===== src/rtl/fifo_wr_arbiter_pkg.sv =====
`default_nettype none
// ============================================================================
//  Module   : fifo_wr_arbiter_pkg
//  Purpose  : Shared types, defaults and width helpers for the FIFO write
//             arbiter and the FIFO instance it feeds.
//  Revision : 1.0  initial release
// ============================================================================
package fifo_wr_arbiter_pkg;

  // Defaults shared with the FIFO instance.
  localparam int c_def_width = 8;
  localparam int c_def_n     = 4;
  localparam int c_def_burst = 4;

  // Arbiter mode: no burst in progress, or owner is mid-burst.
  typedef enum logic [0:0] {
    IDLE = 1'b0,
    HOLD = 1'b1
  } arb_mode_e;

  // Width of an index into N requesters (at least one bit).
  function automatic int f_owner_w(input int n);
    return (n > 1) ? $clog2(n) : 1;
  endfunction

  // Width of a counter that must hold the value BURST.
  function automatic int f_cnt_w(input int burst);
    return (burst > 0) ? $clog2(burst + 1) : 1;
  endfunction

endpackage
`default_nettype wire


===== src/rtl/fifo_wr_arbiter_if.sv =====
`default_nettype none
// ============================================================================
//  Module   : fifo_wr_arbiter_if
//  Purpose  : Producer request/grant bundle plus the FIFO write port.
//             slave  = arbiter side, master = producers/FIFO side.
//  Revision : 1.0  initial release
// ============================================================================
interface fifo_wr_arbiter_if #(
  parameter int N     = 4,
  parameter int WIDTH = 8
);
  logic [N-1:0]       req;
  logic [N*WIDTH-1:0] req_data;
  logic [N-1:0]       gnt;
  logic               fifo_full;
  logic               fifo_wr_en;
  logic [WIDTH-1:0]   fifo_wr_data;

  modport slave (
    input  req, req_data, fifo_full,
    output gnt, fifo_wr_en, fifo_wr_data
  );

  modport master (
    output req, req_data, fifo_full,
    input  gnt, fifo_wr_en, fifo_wr_data
  );
endinterface
`default_nettype wire


===== src/rtl/rr_priority_pick.sv =====
`default_nettype none
// ============================================================================
//  Module   : rr_priority_pick
//  Purpose  : Combinational rotating priority encoder. Returns the first set
//             request searching start, start+1, ... modulo N.
//  Revision : 1.0  initial release
// ============================================================================
module rr_priority_pick #(
  parameter int N  = 4,
  parameter int IW = 2
) (
  input  logic [N-1:0]  req,
  input  logic [IW-1:0] start,
  output logic [N-1:0]  pick,
  output logic [IW-1:0] pick_idx,
  output logic          any
);

  int            w_idx;
  logic [IW-1:0] w_sel;

  // Walk the requests from start with wrap-around; the first hit wins.
  always_comb begin
    pick     = '0;
    pick_idx = '0;
    any      = 1'b0;
    w_idx    = 0;
    w_sel    = '0;
    for (int k = 0; k < N; k++) begin
      w_idx = int'(start) + k;
      if (w_idx >= N) w_idx = w_idx - N;
      w_sel = w_idx[IW-1:0];
      if (!any && req[w_sel]) begin
        any         = 1'b1;
        pick_idx    = w_sel;
        pick[w_sel] = 1'b1;
      end
    end
  end

endmodule
`default_nettype wire


===== src/rtl/fifo_wr_arbiter.sv =====
`default_nettype none
// ============================================================================
//  Module   : fifo_wr_arbiter
//  Purpose  : Shares one FIFO write port among N producers using round-robin
//             with bounded bursts. Zero-latency grant, never writes on full.
//  Revision : 1.0  initial release
// ============================================================================
module fifo_wr_arbiter
  import fifo_wr_arbiter_pkg::*;
#(
  parameter int WIDTH = c_def_width,
  parameter int N     = c_def_n,
  parameter int BURST = c_def_burst
) (
  input  logic              clk,
  input  logic              rst,
  fifo_wr_arbiter_if.slave  bus
);

  localparam int              c_ow    = f_owner_w(N);
  localparam int              c_cw    = f_cnt_w(BURST);
  localparam logic [c_ow-1:0] c_last  = c_ow'(N - 1);
  localparam logic [c_cw-1:0] c_burst = c_cw'(BURST);

  logic [c_ow-1:0] r_owner, w_owner_nxt;
  logic [c_cw-1:0] r_cnt,   w_cnt_nxt;
  arb_mode_e       r_mode,  w_mode_nxt;

  logic [c_ow-1:0] w_start;
  logic [N-1:0]    w_pick;
  logic [c_ow-1:0] w_pick_idx;
  logic            w_any;
  logic            w_hold;
  logic [c_ow-1:0] w_win;
  logic            w_grant;

  // Search begins just after the last owner so the owner itself is last.
  assign w_start = (r_owner == c_last) ? '0 : r_owner + 1'b1;

  rr_priority_pick #(
    .N  (N),
    .IW (c_ow)
  ) u_pick (
    .req      (bus.req),
    .start    (w_start),
    .pick     (w_pick),
    .pick_idx (w_pick_idx),
    .any      (w_any)
  );

  // Burst continuation overrides rotation while the owner has budget left.
  assign w_hold  = (r_mode == HOLD) && bus.req[r_owner] && (r_cnt < c_burst);
  assign w_win   = w_hold ? r_owner : w_pick_idx;
  assign w_grant = (w_hold || w_any) && !bus.fifo_full && !rst;

  // Drive grant and FIFO write port straight from the selection.
  always_comb begin
    bus.gnt          = '0;
    bus.fifo_wr_data = '0;
    bus.fifo_wr_en   = w_grant;
    if (w_grant) begin
      bus.gnt          = w_hold ? (N'(1) << r_owner) : w_pick;
      bus.fifo_wr_data = bus.req_data[int'(w_win)*WIDTH +: WIDTH];
    end
  end

  // Next owner/count/mode; a full FIFO freezes everything so bursts resume.
  always_comb begin
    w_owner_nxt = r_owner;
    w_cnt_nxt   = r_cnt;
    w_mode_nxt  = r_mode;
    if (w_grant) begin
      w_mode_nxt = HOLD;
      if ((w_win == r_owner) && (r_cnt < c_burst)) begin
        w_cnt_nxt = r_cnt + 1'b1;
      end else begin
        w_owner_nxt = w_win;
        w_cnt_nxt   = c_cw'(1);
      end
    end else if (!bus.fifo_full && (bus.req == '0)) begin
      w_mode_nxt = IDLE;
      w_cnt_nxt  = '0;
    end
  end

  // State register; reset makes requester 0 the top priority.
  always_ff @(posedge clk) begin
    if (rst) begin
      r_owner <= c_last;
      r_cnt   <= '0;
      r_mode  <= IDLE;
    end else begin
      r_owner <= w_owner_nxt;
      r_cnt   <= w_cnt_nxt;
      r_mode  <= w_mode_nxt;
    end
  end

endmodule
`default_nettype wire


===== src/flat_wrapper.sv =====
// flat-port wrapper written by rule: the top's interface ports become plain ports
module fifo_wr_arbiter_flat import fifo_wr_arbiter_pkg::*;
#(
  parameter int WIDTH = c_def_width,
  parameter int N     = c_def_n,
  parameter int BURST = c_def_burst
)
  (clk, rst, bus_req, bus_req_data, bus_fifo_full, bus_gnt, bus_fifo_wr_en, bus_fifo_wr_data);
  fifo_wr_arbiter_if #(.N(N), .WIDTH(WIDTH)) bus_i ();
  input  logic clk;
  input  logic rst;
  input wire logic [$bits(bus_i.req)-1:0] bus_req;
  input wire logic [$bits(bus_i.req_data)-1:0] bus_req_data;
  input wire logic [$bits(bus_i.fifo_full)-1:0] bus_fifo_full;
  output wire logic [$bits(bus_i.gnt)-1:0] bus_gnt;
  output wire logic [$bits(bus_i.fifo_wr_en)-1:0] bus_fifo_wr_en;
  output wire logic [$bits(bus_i.fifo_wr_data)-1:0] bus_fifo_wr_data;
  assign bus_i.req = bus_req;
  assign bus_i.req_data = bus_req_data;
  assign bus_i.fifo_full = bus_fifo_full;
  assign bus_gnt = bus_i.gnt;
  assign bus_fifo_wr_en = bus_i.fifo_wr_en;
  assign bus_fifo_wr_data = bus_i.fifo_wr_data;
  fifo_wr_arbiter #(.WIDTH(WIDTH), .N(N), .BURST(BURST)) u_core (.clk(clk), .rst(rst), .bus(bus_i));
endmodule

===== config.mk =====
export PLATFORM = sky130hd
export DESIGN_NAME = fifo_wr_arbiter_flat
export DESIGN_NICKNAME = d
export VERILOG_FILES = /design/src/rtl/fifo_wr_arbiter_pkg.sv /design/src/rtl/fifo_wr_arbiter_if.sv /design/src/rtl/rr_priority_pick.sv /design/src/rtl/fifo_wr_arbiter.sv /design/src/flat_wrapper.sv
export SDC_FILE = /design/constraint.sdc
export NUM_CORES = 1
export LEC_CHECK = 0
export ABC_AREA = 1
export CAP_MARGIN = 20
export CORE_AREA = 5 5 56 68
export CTS_CLUSTER_DIAMETER = 100
export DETAILED_ROUTE_END_ITERATION = 16
export DIE_AREA = 0 0 61 73
export HOLD_SLACK_MARGIN = 0.05
export PLACE_DENSITY = 0.83
export RECOVER_POWER = 25
export SLEW_MARGIN = 20
export SYNTH_ARGS = -nofsm -noshare
export SYNTH_HDL_FRONTEND = slang
export SYNTH_HIERARCHICAL = 1
export SYNTH_SLANG_ARGS = --single-unit

===== constraint.sdc =====
create_clock -name clk -period 5.8 [get_ports clk]
set_input_delay 1.16 -clock clk [delete_from_list [all_inputs] [get_ports clk]]
set_output_delay 1.16 -clock clk [all_outputs]
set_load 0.01 [all_outputs]

; Word-level counts from Yosys, hierarchy flattened
; Index checks and enable logic that the tools add are counted.
[word_totals]
register_bits = 6
inputBits = 39
output_inout_bits = 13
wordCells = 100
[op_classes]
n_addsub = 9
magnitude_cmp = 14
n_eq_ne = 2
shift = 2
muxes = 44
n_bitwise = 4
n_reduce_logical = 22
[op_table]
columns = cell, n
row1 = $shiftx A32 B6 Y8, 1
row2 = $mux W4, 6
row3 = $mux W2, 10
row4 = $lt A2 B3 Y1 const B, 5
row5 = $mux W1, 15
row6 = $logic_and A1 B1 Y1, 13
row7 = $or A4 B4 Y4, 3
row8 = $bmux W1 S2, 5
row9 = $ge A3 B3 Y1 const B, 3
row10 = $mux W3, 3
row11 = $demux W1 S2, 4
row12 = $ge A2 B1 Y1 const B, 4
row13 = $mux W8, 1
row14 = $sub A2 B1 Y2 const B, 4
row15 = $add A2 B2 Y3 const B, 2
row16 = $logic_not A1 Y1, 5
row17 = $logic_not A4 Y1, 1
row18 = $shl A1 B2 Y4 const A, 1
row19 = $add A2 B1 Y3 const B, 1
row20 = $add A3 B1 Y3 const B, 1
row21 = $ge A2 B3 Y1 const B, 1
row22 = $lt A3 B3 Y1 const B, 1
row23 = $add A2 B1 Y2 const B, 1
row24 = $eq A2 B2 Y1, 1
row25 = 5 further kinds, 5

; Longest topological paths before layout
; Gate-level depths: netlist of run 1.
[depth]
depth_word = 21
ltp_mapped = 20
ltp_nobuf = 18

; Cells and area by module
; Netlist of run 1, hierarchy kept.
[by_module_without_submodules]
columns = module, n_inst, cells_each, area_per_inst_um2, seq_area_each_um2
row1 = fifo_wr_arbiter, 1, 180, 1054.8, 120.1
row2 = rr_priority_pick, 1, 74, 440.4, 0.0

; Worst setup path after synthesis of run 1
; Ideal clock, no wire load.
[synth_timing]
path_kind = reg2out
startpoint = reg u_core.r_owner[1]
endpoint = out bus_fifo_wr_data[5]
t_arrival_ps = 2839
required_time_ps = 4640
setup_slack_ps = 1801
path_stages_with_launch = 18
cell_sequence = dfxtp_1 -> ha_1 -> nor2_1 -> inv_2 -> ha_1 -> inv_1 -> nand3_1 -> nand2_1 -> nor2_1 -> a21oi_1 -> nand3_1 -> inv_1 -> nand2_1 -> o21ai_2 -> buf_2 -> nand2_1 -> nand3_1 -> a21oi_1
[synth_via]
elab_cells_between_ends = 50
cone_classes = add/sub: 8 / order compare: 4 / eq/ne: 1 / shift: 1 / mux: 25 / reduce/logical: 11
[synth_lines]
columns = item, line_no
row1 = from (decl), fifo_wr_arbiter.sv:25  ; logic [c_ow-1:0] r_owner, w_owner_nxt;
row2 = from (signal assigned), fifo_wr_arbiter.sv:89  ; r_owner <= c_last;
row3 = from (signal assigned), fifo_wr_arbiter.sv:93  ; r_owner <= w_owner_nxt;
row4 = $eq A2 B2 Y1 *, fifo_wr_arbiter.sv:38  ; assign w_start = (r_owner == c_last) ? '0 : r_owner + 1'b1;
row5 = $mux W2 *, fifo_wr_arbiter.sv:38
row6 = via u_core.w_start[0], fifo_wr_arbiter.sv:29  ; logic [c_ow-1:0] w_start;
row7 = branches (longest 13 deep; another with $add A2 B1 Y3), --
row8 = $mux W2 *, rr_priority_pick.sv:33  ; if (!any && req[w_sel]) begin
row9 = via u_core.w_pick_idx[0], fifo_wr_arbiter.sv:31  ; logic [c_ow-1:0] w_pick_idx;
row10 = $mux W2 *, fifo_wr_arbiter.sv:53  ; assign w_win = w_hold ? r_owner : w_pick_idx;
row11 = $shiftx A32 B6 Y8 *, fifo_wr_arbiter.sv:63  ; bus.fifo_wr_data = bus.req_data[int'(w_win)*WIDTH +: WIDTH];
row12 = $mux W8 *, fifo_wr_arbiter.sv:61  ; if (w_grant) begin
row13 = to (decl), flat_wrapper.sv:17  ; output wire logic [$bits(bus_i.fifo_wr_data)-1:0] bus_fifo_wr_data;
; Mark *: on every way through the listed nets, which the timed path passes. The select of a mux whose other input is x is not followed.

; Worst setup path in the final report of run 1
[layout_timing]
startpoint = reg u_core.r_owner[0]
endpoint = out bus_fifo_wr_data[2]
[layout_via]
elab_chain_cells = 20
elab_cells_between_ends = 50
cone_classes = add/sub: 8 / order compare: 4 / eq/ne: 1 / shift: 1 / mux: 25 / reduce/logical: 11
[layout_rtl]
columns = item, line_no
row1 = $add A2 B1 Y2 / $eq A2 B2 Y1 (equally long branches), fifo_wr_arbiter.sv:38
row2 = $mux W2 *, fifo_wr_arbiter.sv:38
row3 = via u_core.w_start[1], fifo_wr_arbiter.sv:29
row4 = branches (longest 13 deep; another with $add A2 B1 Y3), --
row5 = $mux W1 *, rr_priority_pick.sv:33
row6 = via u_core.w_any, fifo_wr_arbiter.sv:32  ; logic w_any;
row7 = $logic_or A1 B1 Y1 *, fifo_wr_arbiter.sv:54  ; assign w_grant = (w_hold || w_any) && !bus.fifo_full && !rst;
row8 = $logic_and A1 B1 Y1 * (2 in a row), fifo_wr_arbiter.sv:54
row9 = $mux W8 *, fifo_wr_arbiter.sv:61
; Marked as above.

==> results.md, run 1 <==
- Initial antenna violation count: 0
- Max Cap Violations: 0
- Post-Synthesis Cells: around 250
- Syn avg cell area: between 5 and 6 um^2
- Final max-slew violation count: 0
- Global route total overflow: 0
- Power Density: around 450 mW/mm^2
- WP data arrival: 4050 ps
- Longest Clk Path Bufs: 2
- Final Cycle Share: 0.897
- Starting Density: 0.472
- Vias in the first global route: ~1600
- Ranking of synthesized cells by area: nand2_1, inv_1, nand3_1
- Core area: 0.00317 mm^2
- Crit path kind: flop to output pin
- Critical Path Max Stage Delay: about 660 ps
- Most frequent cell after synthesis: nand2_1
- Rel. slew slack: 0.570
- Dpl hpwl: between 3000 and 4000 um
- Worst EP required: ~4600 ps
- Largest area contributor in the netlist: nand2_1
- Via density: 4.98
- WL final: 3910 um
- Final setup viols: 0
- DR iter-0 viols: between 100 and 150
- Cts repair resizes: 0
- Sequential fraction of the synthesis area: 0.0803
- Post-Synthesis Net Count: between 300 and 400
- Worst Clk Skew: 5.30 ps
- Drc violations: 0
- TNS Setup: 0 ps
- Slew at the pin closest to its max-slew limit: between 600 and 700 ps
- GRT Resource Usage Total: 0.191
- Number of port buffers: 51
- Final hold vios: 0
- Share of layout cells above drive strength 1: 0.145
- CTS tree: done
- Most used cell, CP: nand2_1
- Most used flip-flop cell after synthesis: dfxtp_1
- N_diodes: 0
- Worst path slowest cell: dfxtp_1
- Layout Cells excl Fill: 340
- WL/cell: 11.5 um
- Number of I/O pins: 52
- Final #Nets: roughly 350
- Largest net degree at the start of global routing: 18
- Die width: 61 um
- TritonCTS Buffers: 3
- Die ar.: approximately 0.0045 mm^2
- Synthesized flop and latch total: 6
- Skew-Pair Late Insertion Delay: approximately 220 ps
- Leak pwr: just over 0.001 uW
- CTS root buf: clkbuf_8
- Global-route wire length before repair: around 6700 um
- Placed Cells: 337
- GP Congestion: between 0.8 and 0.9
- Area Overhead vs Synth: 36.4%
- Post-layout min period: around 5200 ps
- WP buf/inv: 6
- Drt pass-1 iters: 4
- Htree depth: 1
- Post-synth EDFFs: 0
- # rows: 23
- Reg clk slew, reported paths: 40 ps
- Area fraction of the dominant cell type after synthesis: 0.146
- Synth Cell Area: 0.00150 mm^2
- Filler cells: between 200 and 300
- Status: completed
- Chip Height: about 73 um
- ANT nets after route: 0
- Crit path launch type: flop
- Syn. warnings: 6
- Critical-path cell list: inv_8, ha_1, inv_1, ha_1, inv_1, nand2_1, nand2_1, nor2_4, nand4_1, inv_1, nand2_1, nand2_1, clkbuf_1, a21oi_1, clkdlybuf4s50_1
- F_max: 192 MHz
- Routed via count: between 1500 and 2000
- HP Class: flop to flop
- CTS Hold Bufs: 0
- Number of setup buffers added after CTS: 0
- CP top delay family: buffers and inverters
- Post-synth cell types: 25
- Peak VDD IR: ~0.44 mV
- Synth cell count leaders: nand2_1, inv_1, nand3_1, a21oi_1, nand2_2
- Total design power: slightly above 900 uW
- RSZ-0062 raised after global routing: no
- Post-synth ARST share: 0
- Endpoint class of the critical path: output pin
- CTS sink cnt: 6
- Max FO, Critical Path: 13
[metrics by stage]
| step | setup slack, ps | hold slack [ps] | utilization | instance area [um^2] |
|---|---|---|---|---|
| floorplan | 1800 | 448 | - | 1500 |
| global placement | 872 | 462 | 0.633 | 2000 |
| detailed placement | 802 | 475 | 0.633 | 2000 |
| CTS | 598 | 486 | 0.646 | 2050 |
| global route | 143 | 521 | 0.644 | 2040 |
| finish | 595 | 486 | 0.644 | 2040 |
[registers in the layout (all words and copies together) (netlist names)]
signal,flops
u_core/r_cnt,3
u_core/r_owner,2
u_core/r_mode,1
[cell type report]
type                            count  area (um^2)  area share
Clock buffer                        3         41.3      0.0202
Multi-Input combinational cell    187         1100       0.539
Inverter                           54          210       0.103
Tap cell                           37         46.3      0.0227
Sequential cell                     6          120      0.0589
Timing Repair Buffer               53          522       0.256
[where the power goes]
part	internal, uW	switching, uW
logic	298	502
registers	50.5	16.9
clock network	44.4	16.1
[tightest hold or removal path: stages (launching register included)]
cell	delay (ps)
dfxtp_1	300
nand3_1	70
a21oi_1	60
[kinds of logic (layout without fill, tap and decap cells)]
| group | count (synthesis) | in the layout | synth area share |
|---|---|---|---|
| adders and majority gates | 10 | 10 | 0.0837 |
| buffers and inverters | 61 | 110 | 0.182 |
| and+or+nand+nor | 146 | 146 | 0.520 |
| DFF | 6 | 6 | 0.0803 |
| AOI/OAI and AO/OA | 30 | 30 | 0.127 |
| muxes | 1 | 1 | 0.00669 |
[final timing paths]
kind	startpoint	slack, ps	depth (start not counted)	end
hold / removal	u_core/r_cnt[1]	490	2	u_core/r_cnt[1]
setup reg to reg	u_core/r_owner[0]	2130	17	u_core/r_cnt[0]
setup / recovery	u_core/r_owner[0]	590	15	bus_fifo_wr_data[2]
hold reg to reg	u_core/r_cnt[1]	490	2	u_core/r_cnt[1]
[cells in the final DEF, fill, tap and decap left out, drive strengths merged]
master	netlist	final
o21ai	4	4
clkbuf	0	4
nand4	11	11
nand3	44	44
a21oi	22	22
inv	54	54
nand2	80	80
nor3	1	1
buf	7	1
nor2	10	10
clkdlybuf4s50	0	51
a21boi	4	4
mux2i	1	1
ha	10	10
dfxtp	6	6
[per-layer routing]
layer | vias up | track usage | part of all wire
li1 | 910 | - | -
met4 | 0 | 0.0578 | 0.016
met5 | - | 0 | 0
met3 | 10 | 0.0177 | 0.028
met2 | 41 | 0.370 | 0.56
met1 | 731 | 0.210 | 0.39
Power figures use the tool's default switching activity.
==> inputs of run 2 (changes only) <==
--- a/config.mk
+++ b/config.mk
@@ -11,7 +11,6 @@
 export CTS_CLUSTER_DIAMETER = 100
 export DETAILED_ROUTE_END_ITERATION = 16
 export DIE_AREA = 0 0 61 73
-export HOLD_SLACK_MARGIN = 0.05
 export PLACE_DENSITY = 0.83
 export RECOVER_POWER = 25
 export SLEW_MARGIN = 20
==> results of run 2 <==
The final DEF is identical to that of run 1; final timing and power are the same.
